## config.mk

```make
export PLATFORM = sky130hd
export DESIGN_NAME = card_dealer_flat
export DESIGN_NICKNAME = d
export VERILOG_FILES = /design/src/rtl/card_dealer_if.sv /design/src/rtl/card_dealer.sv /design/src/flat_wrapper.sv
export SDC_FILE = /design/constraint.sdc
export NUM_CORES = 1
export LEC_CHECK = 0
export BUFFER_PORTS_ARGS = -buffer_cell sky130_fd_sc_hd__clkbuf_2
export CORE_AREA = 2 2 181 183
export CTS_BUF_LIST = sky130_fd_sc_hd__clkbuf_16
export DETAILED_ROUTE_END_ITERATION = 7
export DIE_AREA = 0 0 183 185
export GPL_ROUTABILITY_DRIVEN = 0
export PLACE_DENSITY_LB_ADDON = 0.1
export SLEW_MARGIN = 20
export SYNTH_ARGS = -nofsm -noshare
export SYNTH_HDL_FRONTEND = slang
export SYNTH_SLANG_ARGS = --single-unit
export TNS_END_PERCENT = 5
```

## constraint.sdc

```tcl
create_clock -name clk -period 5.8 [get_ports clk]
set_input_delay 0 -clock clk [delete_from_list [all_inputs] [get_ports clk]]
set_output_delay 0 -clock clk [all_outputs]
set_load 0.02 [all_outputs]
```

## src/rtl/card_dealer_if.sv

```systemverilog
// card_dealer_if: groups the shuffler-facing input handshake and the
// controller-facing deal bus of card_dealer.
//   slave  : the dealer (receives cards/requests, drives deal results)
//   master : the environment (shuffler + blackjack controller)
interface card_dealer_if;
  logic       shuffleFlag;  // dealer wants a fresh deck
  logic [5:0] cardIn;       // card index from shuffler
  logic       cardInValid;
  logic       cardInReady;
  logic       dealReq;      // next card please
  logic       newRound;     // controller round boundary
  logic [5:0] card;         // dealt card index
  logic [3:0] cardValue;    // blackjack value 1..10
  logic       isAce;
  logic       cardValid;    // one-cycle pulse per dealt card
  logic [5:0] dealsLeft;
  logic       lowDeck;
  logic       dupError;     // sticky corrupt-input flag

  modport slave (
    input  cardIn, cardInValid, dealReq, newRound,
    output shuffleFlag, cardInReady, card, cardValue, isAce, cardValid,
           dealsLeft, lowDeck, dupError
  );

  modport master (
    output cardIn, cardInValid, dealReq, newRound,
    input  shuffleFlag, cardInReady, card, cardValue, isAce, cardValid,
           dealsLeft, lowDeck, dupError
  );
endinterface

```

## src/rtl/card_dealer.sv

```systemverilog
// card_dealer: stores a shuffled deck arriving one index per cycle, then
// deals it in order with blackjack point values. Rejects duplicate or
// out-of-range indices (sticky dupError) and asks for a reshuffle when a new
// round starts on a low or empty deck.
// Ports:
//   clk  - rising-edge clock
//   rst  - synchronous active-low reset
//   bus  - card_dealer_if.slave: card input handshake, deal request/result,
//          deck status flags
module card_dealer #(
  parameter int DECK_SIZE    = 52,
  parameter int RESHUFFLE_AT = 15
) (
  input  logic         clk,
  input  logic         rst,
  card_dealer_if.slave bus
);

  localparam logic [5:0] DECK_N  = 6'(DECK_SIZE);
  localparam logic [5:0] LAST_WR = 6'(DECK_SIZE - 1);
  localparam logic [5:0] LOW_TH  = 6'(RESHUFFLE_AT);

  typedef enum logic [1:0] {FILL, READY, EMPTY} state_t;

  state_t                 state_q, state_d;
  logic [DECK_SIZE-1:0]   used_q, used_d;
  logic [5:0]             deck_q [DECK_SIZE];
  logic [5:0]             wrPtr_q, wrPtr_d;
  logic [5:0]             rdPtr_q, rdPtr_d;
  logic [5:0]             dealsLeft_q, dealsLeft_d;
  logic                   lowDeck_q, lowDeck_d;
  logic                   dupError_q, dupError_d;
  logic [5:0]             card_q, card_d;
  logic [3:0]             value_q, value_d;
  logic                   ace_q, ace_d;
  logic                   cardValid_q, cardValid_d;
  logic                   fill_q;       // registered FILL decode
  logic                   deck_we;
  logic [63:0]            used_ext;
  logic                   in_range, legal;

  // Blackjack value from rank = card mod 13; ace counts as 1.
  function automatic logic [4:0] card_val(input logic [5:0] c);
    logic [5:0] rank;
    rank = 6'(c % 6'd13);
    if (rank == 6'd0)      card_val = {4'd1, 1'b1};
    else if (rank <= 6'd8) card_val = {4'(rank + 6'd1), 1'b0};
    else                   card_val = {4'd10, 1'b0};
  endfunction

  // Zero-extend so an out-of-range index never reads past the used[] vector.
  assign used_ext = 64'(used_q);
  assign in_range = (bus.cardIn < DECK_N);
  assign legal    = in_range && !used_ext[bus.cardIn];

  always_comb begin
    state_d     = state_q;
    used_d      = used_q;
    wrPtr_d     = wrPtr_q;
    rdPtr_d     = rdPtr_q;
    dealsLeft_d = dealsLeft_q;
    dupError_d  = dupError_q;
    card_d      = card_q;
    value_d     = value_q;
    ace_d       = ace_q;
    cardValid_d = 1'b0;
    deck_we     = 1'b0;

    case (state_q)
      FILL: begin
        if (bus.cardInValid && fill_q) begin
          if (legal) begin
            deck_we                = 1'b1;
            used_d[bus.cardIn]     = 1'b1;
            wrPtr_d                = wrPtr_q + 6'd1;
            if (wrPtr_q == LAST_WR) begin
              state_d     = READY;
              dealsLeft_d = DECK_N;
              rdPtr_d     = 6'd0;
            end
          end else begin
            dupError_d = 1'b1;
          end
        end
      end
      READY: begin
        // A reshuffle-triggering newRound pre-empts a same-cycle deal.
        if (bus.newRound && lowDeck_q) begin
          state_d     = FILL;
          used_d      = '0;
          wrPtr_d     = 6'd0;
          dealsLeft_d = 6'd0;
        end else if (bus.dealReq) begin
          card_d              = deck_q[rdPtr_q];
          {value_d, ace_d}    = card_val(deck_q[rdPtr_q]);
          cardValid_d         = 1'b1;
          rdPtr_d             = rdPtr_q + 6'd1;
          dealsLeft_d         = dealsLeft_q - 6'd1;
          if (dealsLeft_q == 6'd1) state_d = EMPTY;
        end
      end
      EMPTY: begin
        if (bus.newRound) begin
          state_d     = FILL;
          used_d      = '0;
          wrPtr_d     = 6'd0;
          dealsLeft_d = 6'd0;
        end
      end
      default: state_d = FILL;
    endcase

    // lowDeck only means something once a deck is loaded.
    lowDeck_d = (state_d != FILL) && (dealsLeft_d <= LOW_TH);
  end

  always_ff @(posedge clk) begin
    if (!rst) begin
      state_q     <= FILL;
      fill_q      <= 1'b1;
      used_q      <= '0;
      wrPtr_q     <= 6'd0;
      rdPtr_q     <= 6'd0;
      dealsLeft_q <= 6'd0;
      lowDeck_q   <= 1'b0;
      dupError_q  <= 1'b0;
      card_q      <= 6'd0;
      value_q     <= 4'd0;
      ace_q       <= 1'b0;
      cardValid_q <= 1'b0;
    end else begin
      state_q     <= state_d;
      fill_q      <= (state_d == FILL);
      used_q      <= used_d;
      wrPtr_q     <= wrPtr_d;
      rdPtr_q     <= rdPtr_d;
      dealsLeft_q <= dealsLeft_d;
      lowDeck_q   <= lowDeck_d;
      dupError_q  <= dupError_d;
      card_q      <= card_d;
      value_q     <= value_d;
      ace_q       <= ace_d;
      cardValid_q <= cardValid_d;
    end
  end

  // Deck storage needs no reset; contents are rewritten on every fill.
  always_ff @(posedge clk) begin
    if (rst && deck_we) deck_q[wrPtr_q] <= bus.cardIn;
  end

  assign bus.shuffleFlag = fill_q;
  assign bus.cardInReady = fill_q;
  assign bus.card        = card_q;
  assign bus.cardValue   = value_q;
  assign bus.isAce       = ace_q;
  assign bus.cardValid   = cardValid_q;
  assign bus.dealsLeft   = dealsLeft_q;
  assign bus.lowDeck     = lowDeck_q;
  assign bus.dupError    = dupError_q;

endmodule

```

## src/flat_wrapper.sv

```systemverilog
// flat-port wrapper written by rule: the top's interface ports become plain ports
module card_dealer_flat 
#(
  parameter int DECK_SIZE    = 52,
  parameter int RESHUFFLE_AT = 15
)
  (clk, rst, bus_cardIn, bus_cardInValid, bus_dealReq, bus_newRound, bus_shuffleFlag, bus_cardInReady, bus_card, bus_cardValue, bus_isAce, bus_cardValid, bus_dealsLeft, bus_lowDeck, bus_dupError);
  card_dealer_if bus_i ();
  input  logic clk;
  input  logic rst;
  input wire logic [$bits(bus_i.cardIn)-1:0] bus_cardIn;
  input wire logic [$bits(bus_i.cardInValid)-1:0] bus_cardInValid;
  input wire logic [$bits(bus_i.dealReq)-1:0] bus_dealReq;
  input wire logic [$bits(bus_i.newRound)-1:0] bus_newRound;
  output wire logic [$bits(bus_i.shuffleFlag)-1:0] bus_shuffleFlag;
  output wire logic [$bits(bus_i.cardInReady)-1:0] bus_cardInReady;
  output wire logic [$bits(bus_i.card)-1:0] bus_card;
  output wire logic [$bits(bus_i.cardValue)-1:0] bus_cardValue;
  output wire logic [$bits(bus_i.isAce)-1:0] bus_isAce;
  output wire logic [$bits(bus_i.cardValid)-1:0] bus_cardValid;
  output wire logic [$bits(bus_i.dealsLeft)-1:0] bus_dealsLeft;
  output wire logic [$bits(bus_i.lowDeck)-1:0] bus_lowDeck;
  output wire logic [$bits(bus_i.dupError)-1:0] bus_dupError;
  assign bus_i.cardIn = bus_cardIn;
  assign bus_i.cardInValid = bus_cardInValid;
  assign bus_i.dealReq = bus_dealReq;
  assign bus_i.newRound = bus_newRound;
  assign bus_shuffleFlag = bus_i.shuffleFlag;
  assign bus_cardInReady = bus_i.cardInReady;
  assign bus_card = bus_i.card;
  assign bus_cardValue = bus_i.cardValue;
  assign bus_isAce = bus_i.isAce;
  assign bus_cardValid = bus_i.cardValid;
  assign bus_dealsLeft = bus_i.dealsLeft;
  assign bus_lowDeck = bus_i.lowDeck;
  assign bus_dupError = bus_i.dupError;
  card_dealer #(.DECK_SIZE(DECK_SIZE), .RESHUFFLE_AT(RESHUFFLE_AT)) u_core (.clk(clk), .rst(rst), .bus(bus_i));
endmodule
```

After elaboration in Yosys (flattened, before gate mapping)
Memory sizes are Yosys's and may differ from the RTL's. A register that Yosys moved wholly into a read port is not among the register bits.
Index checks and enable logic that the tools add are counted.

storage, ports and cells
  register bits after elaboration = 87
  RAM bits = 312
  word-level logic and storage cells = 102
  memories kept = 1

memory list
  memory         words  width  read ports  clocked after memory_dff  write ports  RTL line           RTL
  u_core.deck_q  52     6      1           1                         1            card_dealer.sv:27  logic [5:0] deck_q [DECK_SIZE];

cells by class
  $add $sub $neg = 4
  divide/modulo/power cells = 1
  order comparisons = 5
  equality and inequality tests = 11
  muxes and demuxes = 45
  bitwise gates (word level) = 5
  reduce and logical (&&, ||, !) cells = 18

operators by type and width
  cell                   count
  $mux W52               4
  $pmux W52 S3           1
  $mux W6                17
  $or A52 B52 Y52        1
  $pmux W6 S3            2
  $mux W2                7
  $add A6 B1 Y6 const B  2
  $le A6 B4 Y1 const B   2
  $pmux W6 S2            1
  $mux W5                2
  $mux W1                8
  $ne A2 B1 Y1 const B   4
  $lt A6 B7 Y1 const B   1
  $bmux W1 S6            1
  $demux W1 S6           1
  $eq A6 B1 Y1 const B   1
  $eq A6 B6 Y1 const B   1
  $ge A6 B1 Y1 const B   1
  $logic_and A1 B1 Y1    6
  $logic_not A6 Y1       1
  $lt A6 B6 Y1 const B   1
  $mod A6 B4 Y6 const B  1
  $ne A2 B2 Y1 const B   3
  $pmux W2 S3            1
  13 further kinds       19

Longest topological paths before layout
  word-level depth = 10
  depth in mapped cells = 25
  mapped depth without buffers = 21

Worst setup path after synthesis
No wires, ideal clock.

  path kind = register to register
  from = register with a tool-made name
  to = register u_core.value_q[2], in the netlist u_core.bus.cardValue[2]
  arrival time = 4490 ps
  required time = 5684 ps
  path slack = 1194 ps
  stages on the path, launching flop included = 21
  buffers on the path = 1
  path through = dfxtp_1 -> buf_2 -> mux4_2 -> a22oi_1 -> nand4_1 -> nand3b_1 -> a21boi_4 -> ha_1 -> inv_1 -> nor2_2 -> a2111o_1 -> a32oi_1 -> a311o_1 -> a21o_2 -> a22oi_1 -> o21ai_0 -> a21oi_1 -> ha_1 -> nand2_1 -> o22a_2 -> a41o_1

RTL lines
  item                    RTL line            RTL
  end signal: assignment  card_dealer.sv:141  value_q <= value_d;
  end: declaration        card_dealer.sv:34   logic [3:0] value_q, value_d;

==> summary.md <==
| Metric | Value |
|---|---|
| Wire per inst | between 20 and 25 µm |
| Core Util, Final | between 50% and 60% |
| RSZ-0062 raised after global routing | no |
| Layout area overhead | 10.2% |
| Starting density of the core | 54.2% |
| Starting DRC count in detailed routing | 770 |
| Netlist Area Pre-Place | 17,400 µm² |
| Syn avg cell area | around 15 µm² |
| Total Nets Final | roughly 1,300 |
| CP Capture Type | flip-flop |
| Clk buf depth | 3 |
| Post-Syn Nets | 1,219 |
| Total die area | roughly 34,000 µm² |
| Max Cap Viol | 0 |
| CP startpoint kind | flip-flop |
| Antenna violations before repair | 0 |
| Buffers on Ports | 32 |
| Router iterations before antenna repair | 5 |
| Measured slew at the worst slew-check pin | roughly 1.1 ns |
| Hpwl dp | between 20 and 30 mm |
| Root buffer cell | clkbuf_16 |
| Top cells by area, synth | edfxtp_1 (54%), dfxtp_1 (11%), mux4_2 (8.4%), nor2_1 (3.4%), a21oi_1 (2.4%) |
| Setup violations, final | 0 |
| Post-CTS Hold Fix Bufs | 4 |
| Crit Path Max Fanout | 18 |
| Setup Skew | roughly 0.011 ns |
| Row count | 66 |
| Num CTS Buffers | 43 |
| Final hold violations | 0 |
| WS Path Type | flip-flop to flip-flop |
| Pin count of the biggest net entering global routing | between 50 and 60 |
| Yosys Warn Count | 0 |
| Share of cells above drive strength 1 | between 10% and 20% |
| # fillers | around 2,500 |
| Count leader, synth | edfxtp_1 |
| Dominant synthesized flop cell | edfxtp_1 |
| Setup TNS Final | 0 ns |
| Register area share after synthesis | about 65% |
| Min-delay worst type | input port to flip-flop |
| Setup slack after layout | ~0.44 ns |
| Die X-Extent | 183 µm |
| Grt total ovfl | 0 |
| Worst EP arrival | 5.78 ns |
| Number of library cell types mapped by synthesis | 95 |
| Hold_sp | bus_cardIn[3] |
| Placed instance count | 1,593 |
| Status | completed |
| Via count | ~10,000 |
| Post-CTS Setup Bufs | 0 |
| CTS-repair resized insts | 0 |
| Worst Path Required | just over 6 ns |
| Clock sink count | ~400 |
| First-pass GRT wire length | 59.6 mm |
| Post-synth EDFFs | 312 |
| Async S/R FF share, synth | 0% |
| # H-tree levels | 2 |
| Part of the cycle the worst path needs | about 92% |
| IO Pins | 33 |
| CTS tree | yes |
| Fin crit period | about 5.4 ns |
| Total Power | ~0.006 W |
| Fmax | approximately 0.19 GHz |
| Power per cell area | about 310 nW/µm² |
| Post-DRT Antenna Nets | 0 |
| Top cells by count, synth | edfxtp_1 (312), nor2_1 (158), dfxtp_1 (93) |
| Clock Latency Late Sink | ~0.53 ns |
| Cells after Synth | roughly 1,200 |
| Share of the synthesized area in the top cell type | a little over half |
| GR Util All Layers | a little under a quarter |
| Antenna fix cells | 0 |
| Die Span Y | 185 µm |
| Fin. max-slew vios | 0 |
| DRC viols | 0 |
| Fin cells | around 1,700 |
| Vias in the first global route | ~9,900 |
| Clock Pin Slew Worst Setup and Hold Paths | approximately 0.060 ns |
| Peak VDD IR | 0.000271 V |
| Final WL | between 30 and 40 mm |
| Via density | between 6 and 7 |
| Rel. slew slack | about a quarter |
| Synth area leader | edfxtp_1 |
| Core footprint | 32,000 µm² |
| Seq cells post-synth | ~400 |
| LEAKAGE | a little over 6 nW |
| Pre-CTS setup slack | 0.484 ns |
stage by stage:
stage | hold slack, ns | instance area (µm²)
after floorplan | 0.0989 | 17400
after global placement | 0.366 | 17700
after detailed placement | 0.379 | 17800
after CTS | 0.00714 | 19100
after global routing | 0.0289 | 19100
final | 0.0329 | 19100
flip-flops by register name (all words and copies together), names as in the netlist, named ones only:
register	cells
u_core.deck_q	312
u_core.used_q	52
u_core.bus.card	6
u_core.rdPtr_q	6
u_core.wrPtr_q	6
u_core.bus.cardValue	4
u_core.bus.dealsLeft	4
u_core.state_q	2
u_core.bus.cardInReady	1
u_core.bus.cardValid	1
u_core.bus.dupError	1
u_core.bus.isAce	1
u_core.bus.lowDeck	1
cells by family (layout without fill, tap and decap cells):
logic type / after synthesis / in the layout / synth area share [%]
mux: 113 / 113 / 12.1
compound gates: 223 / 223 / 8.92
fa+ha+maj: 12 / 12 / 0.865
buf+inv: 83 / 155 / 3.12
xor+xnor: 7 / 7 / 0.353
simple gates: 353 / 353 / 9.98
flops: 405 / 405 / 64.7
critical path, cell delays in order, from the launching register on:
cell and delay [ns]:
dfxtp_1 0.73, buf_4 0.41, nor2_1 0.21, a2111oi_2 0.64, o21ai_2 0.11, ha_1 0.26
nor3_1 0.29, o22a_1 0.39, a221o_1 0.19, o211ai_2 0.18, a311o_1 0.33, a21o_2 0.24
a22oi_1 0.14, o21ai_0 0.12, a21oi_1 0.16, ha_1 0.23, nand2_1 0.08, o22a_2 0.28
a41o_1 0.23
placed cells by master (no fill, tap or decap), types with 20 or more instances in the layout:
cell type  instances
a21oi_1           84
buf_4             26
clkbuf_16         45
clkbuf_2          32
dfxtp_1           90
edfxtp_1         312
inv_1             26
mux2i_1           35
mux4_2            65
nand2_1           49
nand3_1           25
nor2_1           158
o21ai_0           20
worst paths after layout:
kind	endpoint	slack [ns]	cells after the start
min reg2reg	u_core.bus.card[5]	0.46	2
max reg2reg	u_core.bus.cardValue[2]	0.44	18
max	u_core.bus.cardValue[2]	0.44	18
min	u_core.deck_q[33][3]	0.03	1
per-layer routing:
| layer | global-route usage, % | vias to the layer above | wire (µm) |
|---|---|---|---|
| li1 | - | 4721 | - |
| met1 | 34.2 | 5279 | 17900 |
| met2 | 36.7 | 325 | 18100 |
| met3 | 4.25 | 62 | 2390 |
| met4 | 6.05 | 0 | 815 |
| met5 | 0 | - | 0 |
final cells by class:
class                           count  area [µm²]  share of cell area, %
Inverter                           14        52.6                  0.275
Clock inverter                     34         195                   1.02
Tap cell                          408         510                   2.67
Timing Repair Buffer               62         395                   2.07
Clock buffer                       45        1130                   5.89
Multi-Input combinational cell    708        5610                   29.3
Sequential cell                   405       11200                   58.8
where the power goes:
part	switching (W)	leakage (nW)	internal [W]
clock	0.00108	0.709	0.00148
sequential	0.00000559	3.56	0.00312
combinational	0.000140	1.93	0.0000562
Note: power is estimated with default switching activity, not from simulation.
